===== config.mk =====
export PLATFORM = sky130hd
export DESIGN_NAME = mem_arbiter
export DESIGN_NICKNAME = d
export VERILOG_FILES = /design/src/rtl/mem_arb_pkg.sv /design/src/rtl/rd_return_pipe.sv /design/src/rtl/mem_arbiter.sv
export SDC_FILE = /design/constraint.sdc
export NUM_CORES = 1
export LEC_CHECK = 0
export ABC_AREA = 1
export BUFFER_PORTS_ARGS = -buffer_cell sky130_fd_sc_hd__buf_2
export CAP_MARGIN = 20
export CORE_UTILIZATION = 42
export CTS_BUF_LIST = sky130_fd_sc_hd__clkbuf_8
export CTS_CLUSTER_SIZE = 28
export DETAILED_ROUTE_END_ITERATION = 7
export PLACE_DENSITY = 0.78
export SYNTH_ARGS = -nofsm -noshare
export SYNTH_HDL_FRONTEND = slang
export SYNTH_SLANG_ARGS = --single-unit

===== constraint.sdc =====
create_clock -name clk -period 1.45 [get_ports clk]
set_clock_uncertainty 0.2 [all_clocks]
set_input_delay 0.0725 -clock clk [delete_from_list [all_inputs] [get_ports clk]]
set_output_delay 0.0725 -clock clk [all_outputs]
set_load 0.03 [all_outputs]

===== src/rtl/mem_arb_pkg.sv =====
// Shared definitions for the image/data RAM arbiter: master IDs, default widths
// and the read-return pipeline entry.
package mem_arb_pkg;

  localparam int unsigned AW_DEF = 16;
  localparam int unsigned DW_DEF = 8;

  localparam logic M_CPU = 1'b0;
  localparam logic M_LDR = 1'b1;

  typedef struct packed {
    logic valid;
    logic owner;
  } rd_entry_t;

endpackage


===== src/rtl/rd_return_pipe.sv =====
// Tracks outstanding reads for RD_LAT+1 cycles so returning RAM data can be
// steered to the master that issued the read.
module rd_return_pipe
  import mem_arb_pkg::*;
#(
  parameter int unsigned RD_LAT = 1
) (
  input  logic      clk,
  input  logic      rst_n,
  input  rd_entry_t push_i,
  output logic      m0_rvalid_o,
  output logic      m1_rvalid_o
);

  localparam int unsigned DEPTH = RD_LAT + 1;

  rd_entry_t [DEPTH-1:0] pipe_q;
  rd_entry_t [DEPTH-1:0] pipe_d;
  rd_entry_t             tail;

  always_comb begin
    pipe_d = {pipe_q[DEPTH-2:0], push_i};
  end

  // Clearing on reset drops every in-flight read.
  always_ff @(posedge clk or negedge rst_n) begin
    if (!rst_n) begin
      pipe_q <= '0;
    end else begin
      pipe_q <= pipe_d;
    end
  end

  assign tail        = pipe_q[DEPTH-1];
  assign m0_rvalid_o = tail.valid && (tail.owner == M_CPU);
  assign m1_rvalid_o = tail.valid && (tail.owner == M_LDR);

endmodule


===== src/rtl/mem_arbiter.sv =====
// Round-robin arbiter sharing the single-port image RAM between the CPU path
// (master 0) and the image loader (master 1), with a bounded loader burst lock.
module mem_arbiter
  import mem_arb_pkg::*;
#(
  parameter int unsigned AW        = AW_DEF,
  parameter int unsigned DW        = DW_DEF,
  parameter int unsigned RD_LAT    = 1,
  parameter int unsigned MAX_BURST = 8
) (
  input  logic          clk,
  input  logic          rst_n,

  input  logic          m0_req_i,
  input  logic          m0_we_i,
  input  logic [AW-1:0] m0_addr_i,
  input  logic [DW-1:0] m0_wdata_i,
  output logic          m0_gnt_o,
  output logic          m0_rvalid_o,
  output logic [DW-1:0] m0_rdata_o,

  input  logic          m1_req_i,
  input  logic          m1_we_i,
  input  logic [AW-1:0] m1_addr_i,
  input  logic [DW-1:0] m1_wdata_i,
  input  logic          m1_lock_i,
  output logic          m1_gnt_o,
  output logic          m1_rvalid_o,
  output logic [DW-1:0] m1_rdata_o,

  output logic          ram_en_o,
  output logic          ram_we_o,
  output logic [AW-1:0] ram_addr_o,
  output logic [DW-1:0] ram_wdata_o,
  input  logic [DW-1:0] ram_rdata_i
);

  localparam int unsigned CNT_W = 8;
  localparam logic [CNT_W-1:0] BURST_LAST = CNT_W'(MAX_BURST - 1);

  // Priority pointer states: which master wins when both request.
  localparam logic [0:0] PTR_CPU = 1'b0;
  localparam logic [0:0] PTR_LDR = 1'b1;

  logic [0:0]       ptr_q,       ptr_d;
  logic [CNT_W-1:0] burst_cnt_q, burst_cnt_d;
  logic             ram_en_q,    ram_en_d;
  logic             ram_we_q,    ram_we_d;
  logic [AW-1:0]    ram_addr_q,  ram_addr_d;
  logic [DW-1:0]    ram_wdata_q, ram_wdata_d;

  logic      gnt0;
  logic      gnt1;
  rd_entry_t push;

  // Grant selection, pointer/burst bookkeeping and command-stage next state.
  always_comb begin
    gnt0        = 1'b0;
    gnt1        = 1'b0;
    ptr_d       = ptr_q;
    burst_cnt_d = burst_cnt_q;
    ram_en_d    = 1'b0;
    ram_we_d    = 1'b0;
    ram_addr_d  = ram_addr_q;
    ram_wdata_d = ram_wdata_q;
    push        = '0;

    if (rst_n) begin
      if (m0_req_i && (!m1_req_i || (ptr_q == PTR_CPU))) begin
        gnt0 = 1'b1;
      end else if (m1_req_i) begin
        gnt1 = 1'b1;
      end
    end

    if (gnt0) begin
      ptr_d       = PTR_LDR;
      burst_cnt_d = '0;
      ram_en_d    = 1'b1;
      ram_we_d    = m0_we_i;
      ram_addr_d  = m0_addr_i;
      ram_wdata_d = m0_wdata_i;
      push.valid  = !m0_we_i;
      push.owner  = M_CPU;
    end else if (gnt1) begin
      // A locked burst only consumes budget while the CPU is actually waiting.
      if (m1_lock_i && (burst_cnt_q < BURST_LAST)) begin
        ptr_d = PTR_LDR;
        if (m0_req_i) begin
          burst_cnt_d = burst_cnt_q + CNT_W'(1);
        end
      end else begin
        ptr_d       = PTR_CPU;
        burst_cnt_d = '0;
      end
      ram_en_d    = 1'b1;
      ram_we_d    = m1_we_i;
      ram_addr_d  = m1_addr_i;
      ram_wdata_d = m1_wdata_i;
      push.valid  = !m1_we_i;
      push.owner  = M_LDR;
    end
  end

  always_ff @(posedge clk or negedge rst_n) begin
    if (!rst_n) begin
      ptr_q       <= PTR_CPU;
      burst_cnt_q <= '0;
      ram_en_q    <= 1'b0;
      ram_we_q    <= 1'b0;
      ram_addr_q  <= '0;
      ram_wdata_q <= '0;
    end else begin
      ptr_q       <= ptr_d;
      burst_cnt_q <= burst_cnt_d;
      ram_en_q    <= ram_en_d;
      ram_we_q    <= ram_we_d;
      ram_addr_q  <= ram_addr_d;
      ram_wdata_q <= ram_wdata_d;
    end
  end

  rd_return_pipe #(
    .RD_LAT (RD_LAT)
  ) u_rd_return_pipe (
    .clk         (clk),
    .rst_n       (rst_n),
    .push_i      (push),
    .m0_rvalid_o (m0_rvalid_o),
    .m1_rvalid_o (m1_rvalid_o)
  );

  assign m0_gnt_o    = gnt0;
  assign m1_gnt_o    = gnt1;
  assign m0_rdata_o  = ram_rdata_i;
  assign m1_rdata_o  = ram_rdata_i;
  assign ram_en_o    = ram_en_q;
  assign ram_we_o    = ram_we_q;
  assign ram_addr_o  = ram_addr_q;
  assign ram_wdata_o = ram_wdata_q;

endmodule


Word-level counts from Yosys, hierarchy flattened
Cells that the tools add are included.
- muxes and demuxes: 22
- equal/unequal tests: 1
- add/subtract/negate cells: 1
- reduce and logical (&&, ||, !) cells: 10
- magnitude comparators: 1
- bitwise operators: 2
- operators by type and width (kind ; count):
    2-to-1 mux 8 bit ; 6
    2-to-1 mux 16 bit ; 2
    2-to-1 mux 1 bit ; 12
    adder 8 x 1 -> 8 bit (second input constant) ; 1
    less-than comparator 8 x 3 -> 1 bit (second input constant) ; 1
    logical AND 1 bit ; 4
    2-to-1 mux 2 bit ; 2
    zero test 1 bit ; 3
    inequality test 3 bit (second input constant) ; 1
    inverter 1 bit ; 2
    AND reduction 2 bit ; 1
    nonzero test 2 bit ; 1
    logical OR 1 bit ; 1
- word-level logic and storage cells: 47
- output and inout port bits: 46
- bits of input ports: 63
- flip-flop bits (word level): 39

Depth between registers and ports, before layout
- depth in word-level cells: 7
- mapped depth: 8
- depth with buffers taken out: 8

Cells and area by module
From an unflattened synthesis, not the netlist that was laid out.
- cells, all modules: 226
- area, all modules: 2117.0 µm²
- modules (own cells, without submodules) (module ; cells an instance ; sequential area each (µm²) ; instances ; area each (µm²)):
    mem_arbiter ; 218 ; 875.8 ; 1 ; 1999.4
    rd_return_pipe ; 8 ; 100.1 ; 1 ; 117.6

Worst setup path after synthesis
OpenSTA, ideal clock, no wires.
- path type: register -> register
- start point: register burst_cnt_q[0]
- end point: register burst_cnt_q[0]
- setup slack: 0.005 ns
- setup time: 0.083 ns
- arrival: 1.162 ns
- period minus slack after synthesis: 1.445 ns
- cell stages (with the launch flop): 7
- path buffers: 0
- required time: 1.167 ns
- cells stage by stage: dfrtp_1 > ha_1 > nand2_1 > nand2_1 > nor2_1 > nand3_1 > o21ai_0
- word-level cells in the longest chain between the ends: 5
- elaborated cells on any way between the ends: 9
- classes of those cells: add/sub (1); order compare (1); eq/ne (1); mux (4); reduce/logical (2)
- RTL lines (what ; RTL line ; text):
    start: declaration ; mem_arbiter.sv:46 ; logic [CNT_W-1:0] burst_cnt_q, burst_cnt_d;
    start signal: assignment ; mem_arbiter.sv:115 ; burst_cnt_q <= burst_cnt_d;
    adder 8 x 1 -> 8 bit or less-than comparator 8 x 3 -> 1 bit (tied branches) ; mem_arbiter.sv:90, mem_arbiter.sv:87 ;
    2-to-1 mux 8 bit or logical AND 1 bit (tied branches) ; mem_arbiter.sv:89, mem_arbiter.sv:87 ;
    2-to-1 mux 8 bit ; mem_arbiter.sv:87 ; if (m1_lock_i && (burst_cnt_q < BURST_LAST)) begin
    2-to-1 mux 8 bit ; mem_arbiter.sv:85 ; end else if (gnt1) begin
    2-to-1 mux 8 bit ; mem_arbiter.sv:76 ; if (gnt0) begin
Parallel ways exist; a longest one is shown, timed or not. The select of a mux whose other input is x is not followed.
A chain may end at the register's enable or synchronous reset.

Worst setup path in the final report
- start point: register ptr_q
- end point: output port m0_gnt_o
- word-level cells in the longest chain between the ends: 5
- RTL lines (what ; RTL line ; text):
    start: declaration ; mem_arbiter.sv:45 ; logic [0:0] ptr_q, ptr_d;
    start signal: assignment ; mem_arbiter.sv:114 ; ptr_q <= ptr_d;
    inverter 1 bit ; mem_arbiter.sv:69 ; if (m0_req_i && (!m1_req_i || (ptr_q == PTR_CPU))) begin
    logical OR 1 bit ; mem_arbiter.sv:69 ;
    logical AND 1 bit ; mem_arbiter.sv:69 ;
    2-to-1 mux 1 bit ; mem_arbiter.sv:69 ;
    2-to-1 mux 1 bit ; mem_arbiter.sv:68 ; if (rst_n) begin
    end: declaration ; mem_arbiter.sv:18 ; output logic m0_gnt_o,
No other way between the ends.

==> impl_metrics.py <==
metrics = {
    "outcome": {
        "status": "complete, but fails checks",
        "violations": "setup timing",
    },
    "power": {
        "comb_power_share_pct": 38.2,
        "peakVddDrop_uv": 1210,
        "internal_power_mw": 2.55,
        "power_density_nw_per_um2": 1160,
        "clock_power_share_pct": 26.2,
        "finalPower_mw": 3.99,
        "p_sw_share_pct": 36.0,
        "seqPwrFrac_pct": 35.6,
        "p_switching_mw": 1.44,
        "p_leak_nw": 1.69,
    },
    "logic_synthesis": {
        "synth_area_sq_um": 2130,
        "ys_seq_area_share_pct": 45.8,
        "ys_seq_elements": 39,
        "synth-edff-count": 0,
        "synth_cell_type_count": 24,
        "ys.flop_type": "dfrtp_1",
        "syn-num-nets": 287,
        "synth.area.top_cells": "dfrtp_1 (46%), o21ai_2 (15%), nand2_2 (6.2%), buf_4 (6.0%), nor2_1 (6.0%)",
        "syn_inst": 223,
        "yosysTopAreaCell": "dfrtp_1",
        "async_flop_share_pct": 100,
        "yosysTopAreaCellShare_pct": 45.8,
        "syn_area_per_cell_sq_um": 9.55,
        "ys_warn_count": 0,
    },
    "floorplanning": {
        "core-area_sq_um": 4790,
        "die_y_um": 73.2,
        "io_pins": 109,
        "placementRows": 25,
        "fp.dieW_um": 73.2,
        "dieArea_sq_um": 5360,
        "start_util_pct": 44.5,
    },
    "drt": {
        "drtPass1Iterations": 5,
        "vias": 2099,
        "ant_nets": 0,
        "via_per_inst": 4.79,
        "wl_per_cell_um": 13.9,
        "dr.first_iter.drc_count": 126,
        "drc": 0,
        "wirelength_um": 6090,
    },
    "clock_tree": {
        "path_clk_slew_ns": 0.08,
        "cts-buffers-inserted": 5,
        "clkLatencyLatePin_ns": 0.29,
        "cts-root-buf": "clkbuf_8",
        "cts_max_path_buffers": 2,
        "htree_levels": 2,
        "cts_sinks": 39,
        "cts_tree": "done",
    },
    "final_layout": {
        "layout_commonest_cell": "buf_2",
        "diodes": 0,
        "syn_to_final_growth_pct": 61.0,
        "final_cell_mix": "buf_2 (82), dlygate4sd3_1 (60), o21ai_2 (41)",
        "final_cells": 438,
        "drive_gt1_share_pct": 51.5,
        "fin_nets": 434,
        "design_area_sq_um": 3430,
    },
    "setup_path": {
        "start_kind": "flop",
        "worstPathMaxFanout": 4,
        "worst_ep_required_time_ns": 1.18,
        "worst_r2r_path_depth": 7,
        "reg2reg_setup_slack_ns": -0.01,
        "timing_worst_setup_path_type": "flop to primary output",
        "critPathCapture": "m0_gnt_o",
        "reg2reg_to": "ram_addr_o[13]",
        "r2r-start": "ptr_q",
        "worstSetupStartpoint": "ptr_q",
        "cp-end-kind": "primary output",
        "arrival_ns": 1.22,
    },
    "min_path": {
        "hp-class": "primary input to flop",
        "whs_path_depth": 4,
    },
    "placed_design": {
        "dp_hpwl_um": 3290,
        "place_area_sq_um": 2530,
        "globalplace.congestion": 0.697,
        "dpl_worst_slack_ns": -0.0220,
        "dpl.cell_count": 363,
        "port_buffers": 84,
    },
    "global_route": {
        "grt_pass1_vias": 2053,
        "antenna_found_initial": 0,
        "grt-ovfl-total": 0,
        "grt_max_degree": 26,
        "grt_pass1_wl_um": 9420,
        "globalRouteTotalUtil_pct": 23.4,
    },
    "sta": {
        "rsz0062_at_grt": "true",
        "fin_crit_ns": 1.49,
        "fin_ws_ns": -0.0402,
        "fmax_mhz": 671,
        "slew_headroom_pct": 60.4,
        "whs_ns": 0.107,
        "fin_crit_sh_pct": 103,
        "finalHoldViolCount": 0,
        "worst_pin_slew_ns": 0.592,
        "slew_viol_final": 0,
        "finalSetupViolations": 2,
    },
    "flow_run": {
        "cap_violations": 0,
    },
}
synth_stat cells, types with 2 or more instances:
master,instances
nor2_1,34
buf_12,2
nand3_1,6
buf_2,2
o21ai_0,16
nand2_2,21
o21ai_2,37
buf_4,17
dfrtp_1,39
nand2_1,19
inv_1,15
buf_6,3
layout make-up:
class	instances	area, sq um
timing repair buffer	164	1220
multi-input combinational	143	932
inverter	17	81.3
clock inverter	3	63.8
sequential	39	976
fill	342	1360
clock buffer	5	68.8
tap	67	83.8
worst min path at each step:
stage                     startpoint                         end  slack (ns)
final                          rst_n                    ram_we_o        0.11
after global routing           rst_n                    ram_we_o        0.10
after CTS                      rst_n  u_rd_return_pipe.pipe_d[2]        0.02
after detailed placement       rst_n                       ptr_q       -0.06
after global placement         rst_n              burst_cnt_q[2]       -0.07
after floorplan                rst_n              burst_cnt_q[0]       -0.42
routing by layer:
layer	track usage, %	vias up	share of wire, %
met5	0	-	0
met4	7.63	0	2.5
met3	6.77	18	6.5
met2	40.2	105	52
met1	28.2	982	39
li1	-	994	-
power by group through the flow:
stage                     sequential, mW  combinational (mW)  clock [mW]
after floorplan                     1.76               0.577           0
after global placement              1.42                1.20           0
after detailed placement            1.43                1.22           0
after CTS                           1.41                1.43        1.06
after global routing                1.44                1.63        1.11
final                               1.42                1.53        1.04
cell families (layout without fill, tap and decap cells):
kind of cell,after synthesis,after routing,synth area share (%)
xor gates and xnor gates,1,1,0.411
DFF,39,39,45.8
adders and majority gates,1,1,0.587
buffers and inverters,42,189,13.5
and+or+nand+nor,85,86,20.0
AOI/OAI and AO/OA,55,55,19.7
registers in the layout, indices dropped and copies added, names as in the netlist:
register                 cells
ram_we_o                     1
u_rd_return_pipe.pipe_q      2
ram_addr_o                  16
ptr_q                        1
burst_cnt_q                  8
ram_wdata_o                  8
ram_en_o                     1
u_rd_return_pipe.pipe_d      2
metrics by stage:
step,setup TNS (ns),util [%]
floorplan,0,-
global placement,0,52.9
detailed placement,-0.172,52.9
CTS,-0.0332,69.6
global route,-1.57,71.6
finish,-0.0532,71.6
worst max-delay path: stages (launching register included):
cell	delay (ns)
dfrtp_1	0.39
nand2_2	0.11
nand3_4	0.13
inv_4	0.09
buf_12	0.11
buf_8	0.11
timing repair:
| action | CTS | global route |
|---|---|---|
| cloned | 1 | 0 |
| setup buffers | 4 | 2 |
| endpoints found under the setup margin | 31 | 36 |
| pin swaps | 3 | 18 |
| gates resized for setup | 13 | 35 |
| hold buffers | 60 | 0 |
| endpoints found under the hold margin | 82 | 0 |
No activity file was read; power rests on OpenSTA's default activity.
